--- config.mk ---
export PLATFORM = sky130hd
export DESIGN_NAME = arb_master_rr
export DESIGN_NICKNAME = d
export VERILOG_FILES = /design/src/rtl/xbar_pkg.sv /design/src/rtl/rr_pick.sv /design/src/rtl/arb_master_rr.sv
export SDC_FILE = /design/constraint.sdc
export NUM_CORES = 1
export LEC_CHECK = 0
export ABC_AREA = 1
export ABC_CLOCK_PERIOD_IN_PS = 1390
export CELL_PAD_IN_SITES_DETAIL_PLACEMENT = 1
export CELL_PAD_IN_SITES_GLOBAL_PLACEMENT = 1
export CORE_AREA = 8 8 45 47
export DETAILED_ROUTE_END_ITERATION = 6
export DIE_AREA = 0 0 53 55
export GPL_ROUTABILITY_DRIVEN = 0
export PLACE_DENSITY_LB_ADDON = 0.1
export SLEW_MARGIN = 20
export SYNTH_ARGS = -nofsm -noshare
export SYNTH_HDL_FRONTEND = slang
export SYNTH_SLANG_ARGS = --single-unit
export TNS_END_PERCENT = 5
--- constraint.sdc ---
create_clock -name clk -period 1.39 [get_ports clk]
set_input_delay 0.278 -clock clk [delete_from_list [all_inputs] [get_ports clk]]
set_output_delay 0.278 -clock clk [all_outputs]
set_load 0.02 [all_outputs]
--- src/rtl/xbar_pkg.sv ---
// Shared crossbar definitions: arbiter state encoding, grant constants used by
// both the arbiter and the master multiplexer, and a one-hot sanity helper.
package xbar_pkg;

   // Arbiter FSM states
   typedef enum logic [1:0] {
      IDLE  = 2'b00,
      WAIT  = 2'b01,
      DRAIN = 2'b10
   } arb_state_t;

   // Grant encodings shared with the mux parameters (two-master build)
   localparam logic [1:0] GRANT_NONE = 2'b00;
   localparam logic [1:0] GRANT_M1   = 2'b01;
   localparam logic [1:0] GRANT_M2   = 2'b10;

   // Widest grant vector the arbiter supports
   localparam int MAX_MASTERS = 4;

   // True when at most one bit of v is set
   function automatic logic onehot0(input logic [MAX_MASTERS-1:0] v);
      return ((v & (v - 4'd1)) == 4'd0);
   endfunction

endpackage

--- src/rtl/rr_pick.sv ---
// Round-robin pick: rotate requests so the slot after ptr sits at bit 0,
// take the lowest set bit, then map the offset back to a master index.
module rr_pick
   import xbar_pkg::*;
#(
   parameter int N     = 2,
   parameter int IDX_W = 1
) (
   input  logic [N-1:0]     m_req,
   input  logic [IDX_W-1:0] ptr,
   output logic [N-1:0]     win,
   output logic [IDX_W-1:0] win_idx,
   output logic             any_req
);

   localparam logic [IDX_W-1:0] LAST_IDX = IDX_W'(N - 1);
   localparam logic [IDX_W:0]   N_EXT    = (IDX_W + 1)'(N);

   logic [IDX_W-1:0] start_s;
   logic [2*N-1:0]   dbl_s;
   logic [N-1:0]     rot_s;
   logic [IDX_W-1:0] off_s;
   logic             found_s;
   logic [IDX_W:0]   sum_s;
   logic [IDX_W-1:0] idx_s;

   // Search starts one past the last winner, wrapping at N
   always_comb begin
      start_s = '0;
      if (ptr == LAST_IDX) begin
         start_s = '0;
      end else begin
         start_s = ptr + IDX_W'(1);
      end
   end

   // Rotate the request vector so the search start lands on bit 0
   always_comb begin
      dbl_s = {m_req, m_req};
      rot_s = dbl_s[start_s +: N];
   end

   // Priority-encode the rotated vector (lowest set bit wins)
   always_comb begin
      off_s   = '0;
      found_s = 1'b0;
      for (int i = 0; i < N; i++) begin
         if (!found_s && rot_s[i]) begin
            off_s   = IDX_W'(i);
            found_s = 1'b1;
         end else begin
            found_s = found_s;
         end
      end
   end

   // Undo the rotation: index = (start + offset) mod N
   always_comb begin
      sum_s = {1'b0, start_s} + {1'b0, off_s};
      idx_s = '0;
      if (sum_s >= N_EXT) begin
         idx_s = IDX_W'(sum_s - N_EXT);
      end else begin
         idx_s = sum_s[IDX_W-1:0];
      end
   end

   // Drive the one-hot winner, its index and the any-request flag
   always_comb begin
      any_req = |m_req;
      win_idx = idx_s;
      win     = '0;
      if (found_s) begin
         win = N'(1) << idx_s;
      end else begin
         win = '0;
      end
   end

endmodule

--- src/rtl/arb_master_rr.sv ---
// Round-robin owner arbiter for the shared slave port. Holds a registered
// one-hot grant from the granting cycle until slave_ack, plus one drain cycle
// so the registered mux can return the ack. Always passes through IDLE between
// owners. Optional watchdog: define ARB_TIMEOUT_EN to release a WAIT that
// lasts TIMEOUT cycles and pulse arb_timeout.
module arb_master_rr
   import xbar_pkg::*;
#(
   parameter int masters_number = 2,
   parameter int TIMEOUT        = 255
) (
   input  logic                      clk,
   input  logic                      rst,
   input  logic [masters_number-1:0] m_req,
   input  logic                      slave_ack,
   output logic [masters_number-1:0] arb_master_req,
`ifdef ARB_TIMEOUT_EN
   output logic                      arb_timeout,
`endif
   output logic                      arb_busy
);

   localparam int IDX_W = (masters_number > 1) ? $clog2(masters_number) : 1;
   localparam logic [IDX_W-1:0] PTR_RST = IDX_W'(masters_number - 1);

   // Elaboration-time parameter sanity
   if (masters_number < 2 || masters_number > MAX_MASTERS) begin : g_bad_masters
      $error("arb_master_rr: masters_number must be 2..4");
   end
   if (TIMEOUT < 1) begin : g_bad_timeout
      $error("arb_master_rr: TIMEOUT must be at least 1");
   end

   arb_state_t                state_r;
   arb_state_t                state_s;
   logic [masters_number-1:0] grant_r;
   logic [masters_number-1:0] grant_s;
   logic [IDX_W-1:0]          ptr_r;
   logic [IDX_W-1:0]          ptr_s;
   logic                      busy_r;
   logic                      busy_s;
   logic [masters_number-1:0] win_s;
   logic [IDX_W-1:0]          win_idx_s;
   logic                      any_req_s;

`ifdef ARB_TIMEOUT_EN
   localparam int CNT_W = $clog2(TIMEOUT + 1);
   logic [CNT_W-1:0]          cnt_r;
   logic [CNT_W-1:0]          cnt_s;
   logic [CNT_W-1:0]          cnt_inc_s;
   logic                      timeout_r;
   logic                      timeout_s;
`endif

   rr_pick #(
      .N     (masters_number),
      .IDX_W (IDX_W)
   ) u_rr_pick (
      .m_req   (m_req),
      .ptr     (ptr_r),
      .win     (win_s),
      .win_idx (win_idx_s),
      .any_req (any_req_s)
   );

   // Next-state, next-grant, pointer and watchdog decisions
   always_comb begin
      state_s = state_r;
      grant_s = grant_r;
      ptr_s   = ptr_r;
`ifdef ARB_TIMEOUT_EN
      cnt_s     = cnt_r;
      cnt_inc_s = cnt_r + CNT_W'(1);
      timeout_s = 1'b0;
`endif
      case (state_r)
         IDLE: begin
            grant_s = '0;
            if (any_req_s) begin
               grant_s = win_s;
               ptr_s   = win_idx_s;
               state_s = WAIT;
`ifdef ARB_TIMEOUT_EN
               cnt_s   = '0;
`endif
            end else begin
               state_s = IDLE;
            end
         end
         WAIT: begin
            // Ack beats abort and watchdog in the same cycle
            if (slave_ack) begin
               state_s = DRAIN;
            end else if ((grant_r & m_req) == '0) begin
               state_s = IDLE;
               grant_s = '0;
`ifdef ARB_TIMEOUT_EN
            end else if (cnt_inc_s == CNT_W'(TIMEOUT)) begin
               state_s   = IDLE;
               grant_s   = '0;
               timeout_s = 1'b1;
            end else begin
               cnt_s = cnt_inc_s;
            end
`else
            end else begin
               state_s = WAIT;
            end
`endif
         end
         DRAIN: begin
            state_s = IDLE;
            grant_s = '0;
         end
         default: begin
            state_s = IDLE;
            grant_s = '0;
         end
      endcase
      busy_s = (state_s != IDLE);
   end

   // State, grant, pointer and busy registers with asynchronous reset
   always_ff @(posedge clk or negedge rst) begin
      if (!rst) begin
         state_r <= IDLE;
         grant_r <= '0;
         ptr_r   <= PTR_RST;
         busy_r  <= 1'b0;
      end else begin
         state_r <= state_s;
         grant_r <= grant_s;
         ptr_r   <= ptr_s;
         busy_r  <= busy_s;
      end
   end

`ifdef ARB_TIMEOUT_EN
   // Watchdog counter and timeout pulse registers
   always_ff @(posedge clk or negedge rst) begin
      if (!rst) begin
         cnt_r     <= '0;
         timeout_r <= 1'b0;
      end else begin
         cnt_r     <= cnt_s;
         timeout_r <= timeout_s;
      end
   end

   assign arb_timeout = timeout_r;
`endif

   assign arb_master_req = grant_r;
   assign arb_busy       = busy_r;

endmodule

==> results.yml <==
clock_tree:
  numCtsBuffers: 3
  clkTransAtPathRegs_ns: 0.05
  cts_tree: "done"
  cts_setup_buffers: 0
  cts_buffer_depth: 2
  cts_sinks: 6
  cts-root-buf: "clkbuf_4"
  h-tree-depth: 1
  clock_latency_ns: 0.25
cells_and_area:
  antenna_cells: 0
  syn_to_final_growth_pct: 48.24
  multi_input_area_um2: 86.33
  regArea_um2: 151.4
  fin_cells: 57
  drive_gt1_frac: 0.1463
  fin_nets: 47
  fin_util: 0.2667
  fin_area_um2: 369.1
  fillCellCount: 169
place:
  place_ws_ns: 0.09202
  place_inst: 53
  place_area_um2: 346.6
  numPortBuffers: 7
  dpl.hpwl_um: 494.2
global_routing:
  grt_pass1_wl_mm: 1.028
  grt_pass1_vias: 218
  overflow: 0
  grt_max_degree: 7
  antenna_found_initial: 0
  grt_usage: 0.05110
pwr:
  power.switching_uw: 292.5
  total_power_uw: 787.7
  ir_worst_vdd_v: 0.0006854
  p_leak_nw: 0.1972
  p_sw_frac: 0.3714
  pwr-share-comb: 0.383
  p_seq_frac: 0.396
  p_int_uw: 495.2
  p_per_area_nw_per_um2: 2134
  p_clk_frac: 0.221
timing:
  setup_viol: 0
  fmax_mhz: 805.2
  finalWorstSetupSlack_ns: 0.1481
  slew_violations: 0
  fin_skew_ns: 0.01544
  fin_crit_sh: 0.8935
  setup-tns-final_ns: 0
  worst_slew_pin_slew_ns: 0.3012
  min_period_ns: 1.242
  rsz0062_at_grt: "false"
  holdWs_ns: 0.2776
  finalHoldViolCount: 0
  maxSlewHeadroom: 0.7986
flow_run:
  drv_cap: 0
worst_setup_path:
  cp_top_family: "flip-flops"
  worstPathRequired_ns: 1.11
  crit_buf_inv: 1
  arrival_ns: 0.96
  critPathKind: "reg -> out"
  critPathLaunchType: "register"
  crit_fanout: 3
  slowest_stage: "dfrtp_1"
  endpoint_kind: "output port"
  r2r-start: "state_r[0]"
  crit_start: "arb_master_req[0]"
  path_cells: "dlygate4sd2_1"
  slowest_delay_ns: 0.39
logic_synthesis:
  syn_nets: 34
  synth.distinct_cells: 9
  yosysSeqAreaShare: 0.6080
  synth_seq_cells: 6
  yosysWarnings: 0
  netlist_instances: 29
  syn-cell-area_um2: 249.0
  syn_avg_cell_area_um2: 8.586
route:
  vias: 229
  drc: 0
  wl_per_cell_um: 11.05
  drt_iter0_drc: 3
  wl_um: 630
  ant_nets: 0
  drt_first_pass_iters: 3
  vias_per_cell: 4.018
run_status:
  status: "complete, no violations"
worst_hold_path:
  min_path_type: "in -> async"
die:
  die_area_um2: 2915
  initial_core_util: 0.1799
  rows: 14
  core_um2: 1384
  die_height_um: 55
  ios: 8
  die_x_um: 53
-- state kept, by name, indices dropped and copies added (netlist names) --
name and flops:
ptr_r 1, arb_busy 1, state_r 2, arb_master_req 2
-- cell usage in the layout (no fill, tap or decap) --
cell,netlist,routed
dlygate4sd2_1,0,3
nor2_1,1,1
inv_1,3,3
nand3_1,2,2
clkbuf_1,0,1
dfstp_2,1,1
nor2_2,1,1
o21ai_0,2,2
clkbuf_4,0,3
nand2_1,13,13
dfrtp_1,5,5
clkdlybuf4s50_1,0,4
o211ai_1,1,1
buf_4,0,1
-- path summary, 6_finish.rpt --
check | endpoint | slack [ns] | depth (start not counted)
min in group clk | ptr_r | 0.47 | 2
hold reg to reg | ptr_r | 0.47 | 2
max in group asynchronous | ptr_r | 0.81 | 1
hold / removal | arb_master_req[0] | 0.28 | 1
setup reg to reg | ptr_r | 0.39 | 5
setup / recovery | arb_master_req[0] | 0.15 | 1
-- layout make-up --
class	count	share of cell area
timing repair buffer	8	0.2000
clock buffer	4	0.07119
inverter	3	0.03051
sequential	6	0.4102
tap	16	0.05424
multi-input combinational	20	0.2339
-- per-layer routing --
| metal | GRT usage | part of all wire | vias to the layer above |
|---|---|---|---|
| met4 | 0.01293 | 0 | 0 |
| met5 | 0 | 0 | - |
| met2 | 0.07422 | 0.48 | 5 |
| met3 | 0.04278 | 0.092 | 0 |
| li1 | - | - | 115 |
| met1 | 0.05556 | 0.43 | 109 |
-- power by group through the flow --
stage	Sequential, mW	Combinational [mW]	Clock (mW)
after floorplan	0.361	0.127	0
after global placement	0.313	0.337	0
after detailed placement	0.318	0.339	0
after CTS	0.315	0.311	0.187
after global routing	0.325	0.347	0.199
final	0.312	0.302	0.174
-- cells in the mapped netlist --
cell,count,area share
dfrtp_1,5,0.50
nand3_1,2,0.040
o211ai_1,1,0.030
dfstp_2,1,0.11
nor2_2,1,0.025
nor2_1,1,0.015
o21ai_0,2,0.040
inv_1,3,0.045
nand2_1,13,0.20
-- cell families (layout without fill, tap and decap cells) --
family,Yosys count,in the layout,synth area share
flops,6,6,0.6081
simple gates,17,17,0.2764
buf+inv,3,15,0.04522
compound gates,3,3,0.07036
-- timing repair --
item,in CTS,in global routing
gates resized for setup,3,0
endpoints found under the setup margin,3,0
hold buffers,0,0
Power figures use the tool's default switching activity.
